**config.mk**
```make
export PLATFORM = sky130hd
export DESIGN_NAME = multicycle_controller
export DESIGN_NICKNAME = d
export VERILOG_FILES = /design/src/rtl/multicycle_controller.sv
export SDC_FILE = /design/constraint.sdc
export NUM_CORES = 1
export LEC_CHECK = 0
export CAP_MARGIN = 10
export CORE_MARGIN = 10
export CORE_UTILIZATION = 39
export CTS_CLUSTER_DIAMETER = 100
export DETAILED_ROUTE_END_ITERATION = 10
export PLACE_DENSITY = 0.79
export SYNTH_ARGS = -nofsm -noshare
export SYNTH_HDL_FRONTEND = slang
export SYNTH_SLANG_ARGS = --single-unit
```
**constraint.sdc**
```tcl
create_clock -name clk -period 1.65 [get_ports clk]
set_input_delay 0.2475 -clock clk [delete_from_list [all_inputs] [get_ports clk]]
set_output_delay 0.2475 -clock clk [all_outputs]
set_load 0.02 [all_outputs]
```
**src/rtl/multicycle_controller.sv**
```systemverilog
// Multicycle RISC-V style main controller: one state register, all outputs decoded
// combinationally from state, enable and the current instruction fields.
module multicycle_controller (
    input  logic       clk,
    input  logic       rst_n,
    input  logic       en,
    input  logic [6:0] op,
    input  logic [2:0] funct3,
    input  logic       funct7b5,
    input  logic       Zero,
    output logic       PCWrite,
    output logic       AdrSrc,
    output logic       MemWrite,
    output logic       IRWrite,
    output logic       RegWrite,
    output logic [1:0] ResultSrc,
    output logic [1:0] ALUSrcA,
    output logic [1:0] ALUSrcB,
    output logic [1:0] ImmSrc,
    output logic [2:0] ALUControl,
    output logic       illegal_op,
    output logic       instr_done
);

    typedef enum logic [3:0] {
        StFetch, StDecode, StMemAdr, StMemRead, StMemWb, StMemWrite,
        StExecR, StExecI, StAluWb, StBeq, StJal
    } state_t;

    state_t state_q;

    logic is_lw, is_sw, is_r, is_i, is_beq, is_jal, is_illegal;

    assign is_lw      = (op == 7'b0000011);
    assign is_sw      = (op == 7'b0100011);
    assign is_r       = (op == 7'b0110011);
    assign is_i       = (op == 7'b0010011);
    assign is_beq     = (op == 7'b1100011);
    assign is_jal     = (op == 7'b1101111);
    assign is_illegal = !(is_lw | is_sw | is_r | is_i | is_beq | is_jal);

    always_ff @(posedge clk or negedge rst_n) begin
        if (!rst_n) begin
            state_q <= StFetch;
        end else if (en) begin
            case (state_q)
                StFetch:   state_q <= StDecode;
                StDecode: begin
                    if (is_lw || is_sw) state_q <= StMemAdr;
                    else if (is_r)      state_q <= StExecR;
                    else if (is_i)      state_q <= StExecI;
                    else if (is_beq)    state_q <= StBeq;
                    else if (is_jal)    state_q <= StJal;
                    else                state_q <= StFetch;
                end
                StMemAdr:  state_q <= is_lw ? StMemRead : StMemWrite;
                StMemRead: state_q <= StMemWb;
                StExecR,
                StExecI,
                StJal:     state_q <= StAluWb;
                default:   state_q <= StFetch;
            endcase
        end
    end

    logic       pc_update, branch, ir_wr, reg_wr, mem_wr, done;
    logic [1:0] alu_op;
    logic       act;

    // Strobes are also masked during reset, since the reset state (fetch) drives them.
    assign act = en & rst_n;

    always_comb begin
        pc_update = 1'b0;
        branch    = 1'b0;
        ir_wr     = 1'b0;
        reg_wr    = 1'b0;
        mem_wr    = 1'b0;
        done      = 1'b0;
        alu_op    = 2'b00;
        AdrSrc    = 1'b0;
        ResultSrc = 2'b00;
        ALUSrcA   = 2'b00;
        ALUSrcB   = 2'b00;
        case (state_q)
            StFetch: begin
                ir_wr     = 1'b1;
                pc_update = 1'b1;
                ALUSrcB   = 2'b10;
                ResultSrc = 2'b10;
            end
            StDecode: begin
                ALUSrcA = 2'b01;
                ALUSrcB = 2'b01;
                done    = is_illegal;
            end
            StMemAdr: begin
                ALUSrcA = 2'b10;
                ALUSrcB = 2'b01;
            end
            StMemRead: AdrSrc = 1'b1;
            StMemWb: begin
                ResultSrc = 2'b01;
                reg_wr    = 1'b1;
                done      = 1'b1;
            end
            StMemWrite: begin
                AdrSrc = 1'b1;
                mem_wr = 1'b1;
                done   = 1'b1;
            end
            StExecR: begin
                ALUSrcA = 2'b10;
                alu_op  = 2'b10;
            end
            StExecI: begin
                ALUSrcA = 2'b10;
                ALUSrcB = 2'b01;
                alu_op  = 2'b10;
            end
            StAluWb: begin
                reg_wr = 1'b1;
                done   = 1'b1;
            end
            StBeq: begin
                ALUSrcA = 2'b10;
                alu_op  = 2'b01;
                branch  = 1'b1;
                done    = 1'b1;
            end
            StJal: begin
                ALUSrcA   = 2'b01;
                ALUSrcB   = 2'b10;
                pc_update = 1'b1;
            end
            default: ;
        endcase
    end

    assign PCWrite    = act & (pc_update | (branch & Zero));
    assign IRWrite    = act & ir_wr;
    assign RegWrite   = act & reg_wr;
    assign MemWrite   = act & mem_wr;
    assign instr_done = act & done;
    assign illegal_op = act & (state_q == StDecode) & is_illegal;

    always_comb begin
        ALUControl = 3'b000;
        case (alu_op)
            2'b01: ALUControl = 3'b001;
            2'b10: begin
                case (funct3)
                    3'b000:  ALUControl = (op[5] & funct7b5) ? 3'b001 : 3'b000;
                    3'b010:  ALUControl = 3'b101;
                    3'b110:  ALUControl = 3'b011;
                    3'b111:  ALUControl = 3'b010;
                    default: ALUControl = 3'b000;
                endcase
            end
            default: ALUControl = 3'b000;
        endcase
    end

    always_comb begin
        ImmSrc = 2'b00;
        if (is_sw)       ImmSrc = 2'b01;
        else if (is_beq) ImmSrc = 2'b10;
        else if (is_jal) ImmSrc = 2'b11;
    end

endmodule

```
==> flow_metrics.py, run 1 <==
metrics = {
    "outcome": {
        "status": "stopped before the end",
        "haltStage": "4_1_cts",
        "error_line": "[ERROR DPL-0038] Utilization greater than 100%, impossible to legalize",
    },
    "synth": {
        "synth-seq-cells": 4,
        "synth.avg_cell_area_um2": 6.66,
        "synthCells": 95,
        "yosysUniqueCellTypes": 36,
        "synth_ff_type": "dfrtp_1",
        "ys_seq_area_share_pct": 15.8,
        "synth_fp_nets": 112,
        "synth_area_leaders": "dfrtp_1 16%, nand2_1 8.3%, nor2b_1 6.9%, nor3_1 6.3%, nor4_1 5.9%",
        "synth_edf_count": 0,
        "ys_async_sr_fraction_pct": 100,
        "netlist_top_cells_count": "14 x nand2_1, 8 x nor3_1, 7 x inv_1, 7 x nor2_1, 7 x nor2b_1",
        "synth_top_area_share_pct": 15.8,
        "netlist_area_um2": 633,
        "synth_most_common_cell": "nand2_1",
        "ys_warn_count": 0,
        "synth_top_area_cell": "dfrtp_1",
    },
    "clock_tree": {
        "cts_made_buffers": 3,
        "clockBufferDepth": 2,
        "post-cts-setup-buffers": 7,
        "clock_sink_count": 4,
        "cts-root-buf": "clkbuf_4",
        "cts_htree_levels": 1,
        "hold_buffers": 0,
        "cts_resized": 144,
    },
    "floorplan": {
        "rows": 14,
        "ios": 33,
        "die_x_um": 60.3,
        "initial_core_util_pct": 41.5,
        "die_y_um": 60.3,
    },
    "place": {
        "numPortBuffers": 32,
        "dpl.hpwl_um": 2470,
        "globalplace.congestion": 0.925,
        "place_area_um2": 1290,
    },
}
through the flow:
stage / instances / setup WS [ps]
after floorplan: 95 / -64.3
after global placement: 176 / -670
after detailed placement: 176 / -695
cells by family after synthesis:
group | share of synthesized area [%]
compound gates | 22.7
flops | 15.8
fa+ha+maj | 3.95
buf+inv | 7.11
xor+xnor | 2.77
simple gates | 47.6
==> run 2, diff against run 1 <==
CORE_AREA = 10 10 71 73   (was not set)
CORE_MARGIN = not set   (was 10)
CORE_UTILIZATION = not set   (was 39)
CTS_CLUSTER_DIAMETER = not set   (was 100)
DIE_AREA = 0 0 81 83   (was not set)
PLACE_DENSITY = not set   (was 0.79)
PLACE_DENSITY_LB_ADDON = 0.15   (was not set)
==> run 2 against run 1 <==
Compared with the run above: the flow now finishes, with violations (negative setup slack); area after synthesis did not move; synthesized cell count stayed put.
==> flow_metrics.py, run 2 <==
metrics = {
    "outcome": {
        "status": "finished with violations",
        "violations": "negative setup slack",
    },
    "power": {
        "swShare_pct": 34.2,
        "p_int_w": 0.000505,
        "power_density_nw_per_um2": 476,
        "power_frac_comb_pct": 59.0,
        "p_leak_nw": 0.723,
        "p_clk_share_pct": 26.4,
        "ir_drop_mv": 0.286,
        "switchingPower_w": 0.000262,
        "p_total_w": 0.000767,
        "p_seq_share_pct": 14.6,
    },
    "routing": {
        "firstDrtPassIters": 4,
        "routed_wl_um": 2970,
        "avgViaCountPerCell": 4.44,
        "antenna_left": 0,
        "drc": 0,
        "drtIter0Drc": 52,
        "wl_per_cell_um": 13.2,
        "vias": 1000,
    },
    "setup_path": {
        "start_kind": "register",
        "crit_arrival_ps": 1570,
        "worstSetupPathType": "reg2out",
        "crit_path_end_kind": "output port",
        "cp_max_fo": 4,
        "required_ps": 1400,
    },
    "synth": {
        "synth_edf_count": 0,
        "synth.avg_cell_area_um2": 6.66,
        "synth_most_common_cell": "nand2_1",
        "synth_top_area_share_pct": 15.8,
        "netlist_area_um2": 633,
        "ys_seq_area_share_pct": 15.8,
        "synthCells": 95,
        "synth_area_leaders": "dfrtp_1 16%, nand2_1 8.3%, nor2b_1 6.9%, nor3_1 6.3%, nor4_1 5.9%",
        "ys_async_sr_fraction_pct": 100,
        "synth_top_area_cell": "dfrtp_1",
        "yosysUniqueCellTypes": 36,
        "netlist_top_cells_count": "14 x nand2_1, 8 x nor3_1, 7 x inv_1, 7 x nor2_1, 7 x nor2b_1",
        "ys_warn_count": 0,
        "synth_fp_nets": 112,
        "synth_ff_type": "dfrtp_1",
        "synth-seq-cells": 4,
    },
    "finish": {
        "drive_above_1_share_pct": 66.7,
        "multi_input_area_um2": 712,
        "reg_top3": "state_q: 4 flops",
        "seq_area_um2": 104,
        "final_common_cell": "buf_4",
        "stdcell_area_um2": 1610,
        "n_fill_cell": 400,
        "finalNetCount": 196,
        "area_growth_pct": 154,
        "antennaDiodeCount": 0,
        "final_cell_mix": "57 x buf_4, 9 x nand2_1, 9 x clkdlybuf4s50_1, 9 x buf_6",
        "largest_reg_flops": 4,
        "final_core_util_pct": 44.3,
        "regMostFlops": "state_q",
    },
    "floorplan": {
        "die_y_um": 83,
        "dieArea_um2": 6720,
        "ios": 33,
        "coreArea_um2": 3630,
        "initial_core_util_pct": 17.4,
        "die_x_um": 81,
        "rows": 22,
    },
    "sta": {
        "max_freq_ghz": 0.550,
        "setup_viol": 8,
        "rsz0062_at_grt": "yes",
        "relSlewSlack_pct": 79.3,
        "worst_pin_slew_ps": 306,
        "finalCriticalPeriod_ps": 1820,
        "hold_viol_final": 0,
        "fin_ws_ps": -168,
        "timing.final.max_slew_violations": 0,
        "fin_skew_ps": 4.11,
        "fin_hold_ws_ps": 348,
        "min_period_over_period_pct": 110,
    },
    "clock_tree": {
        "hold_buffers": 0,
        "clk_latency_ps": 220,
        "cts_htree_levels": 1,
        "cts.clk_slew.worst_paths_ps": 30,
        "cts_made_buffers": 3,
        "clock_sink_count": 4,
        "cts-root-buf": "clkbuf_8",
        "clockBufferDepth": 2,
        "cts_tree": "yes",
    },
    "place": {
        "place_area_um2": 1340,
        "post-place-ws_ps": -737,
        "numPortBuffers": 32,
        "dpl.hpwl_um": 2390,
        "globalplace.congestion": 0.796,
    },
    "grt": {
        "grt_max_degree": 13,
        "grt_pass1_wl_um": 4910,
        "grt_use_total_pct": 8.70,
        "grt_overflow": 0,
        "antenna_found_initial": 0,
        "grt_pass1_vias": 1028,
    },
    "worst_hold_path": {
        "hold_path_class": "in2async",
    },
    "run": {
        "cap_violations": 0,
    },
}
-- run 2: per-layer routing --
| layer | track usage, % | up-vias | share of wire (%) |
|---|---|---|---|
| met5 | 0 | - | 0 |
| met4 | 1.41 | 0 | 0 |
| met3 | 2.59 | 0 | 5.5 |
| met2 | 15.6 | 24 | 54 |
| met1 | 9.77 | 465 | 41 |
| li1 | - | 511 | - |
-- run 2: cells by family after synthesis --
| kind of cell | share of synthesized area [%] |
|---|---|
| compound gates | 22.7 |
| xor+xnor | 2.77 |
| fa+ha+maj | 3.95 |
| buf+inv | 7.11 |
| flops | 15.8 |
| simple gates | 47.6 |
-- run 2: power by group through the flow --
stage / Clock (W) / Sequential (W) / Combinational [W]
floorplan: 0 / 0.000110 / 0.000161
global route: 0.000221 / 0.000113 / 0.000485
detailed placement: 0 / 0.000110 / 0.000376
finish: 0.000203 / 0.000112 / 0.000453
global placement: 0 / 0.000110 / 0.000373
CTS: 0.000208 / 0.000112 / 0.000419
-- run 2: cell type report --
cell class / instances / area share [%]
well taps: 48 / 3.73
flip-flops and latches: 4 / 6.45
clock buffers: 3 / 2.56
repair buffers: 83 / 41.4
inverters: 7 / 1.63
multi-input cells: 80 / 44.2
-- run 2: worst max-delay path, stage by stage, from the launching register on --
cell and delay [ps]:
dfrtp_2 440, nor2b_4 140, nand2_2 70, inv_2 50, ha_4 240, nor4_4 230, buf_4 180
-- run 2: per-stage QoR --
step           setup TNS [ps]  cells
2_1_floorplan            -114     95
5_1_grt                 -1420    225
3_3_place_gp            -7890    209
3_5_place_dp            -8230    209
6_report                 -690    225
4_1_cts                 -1080    221
-- run 2: repair_timing --
| item | in CTS | in global routing |
|---|---|---|
| setup endpoints to repair | 19 | 17 |
| setup buffers | 9 | 4 |
| gates resized for setup | 133 | 24 |
| pin swaps | 13 | 6 |
-- run 2: worst paths after layout --
| check | from | to | slack (ps) | cells past startpoint |
|---|---|---|---|---|
| setup / recovery | state_q[3] | ALUControl[2] | -170 | 6 |
| hold / removal | rst_n | state_q[0] | 350 | 2 |
| setup reg to reg | state_q[0] | state_q[1] | 80 | 8 |
| hold reg to reg | state_q[3] | state_q[3] | 590 | 2 |
| max in group asynchronous | rst_n | state_q[2] | 1180 | 2 |
| min in group clk | op[6] | state_q[0] | 580 | 5 |
No activity file was read; power rests on OpenSTA's default activity.
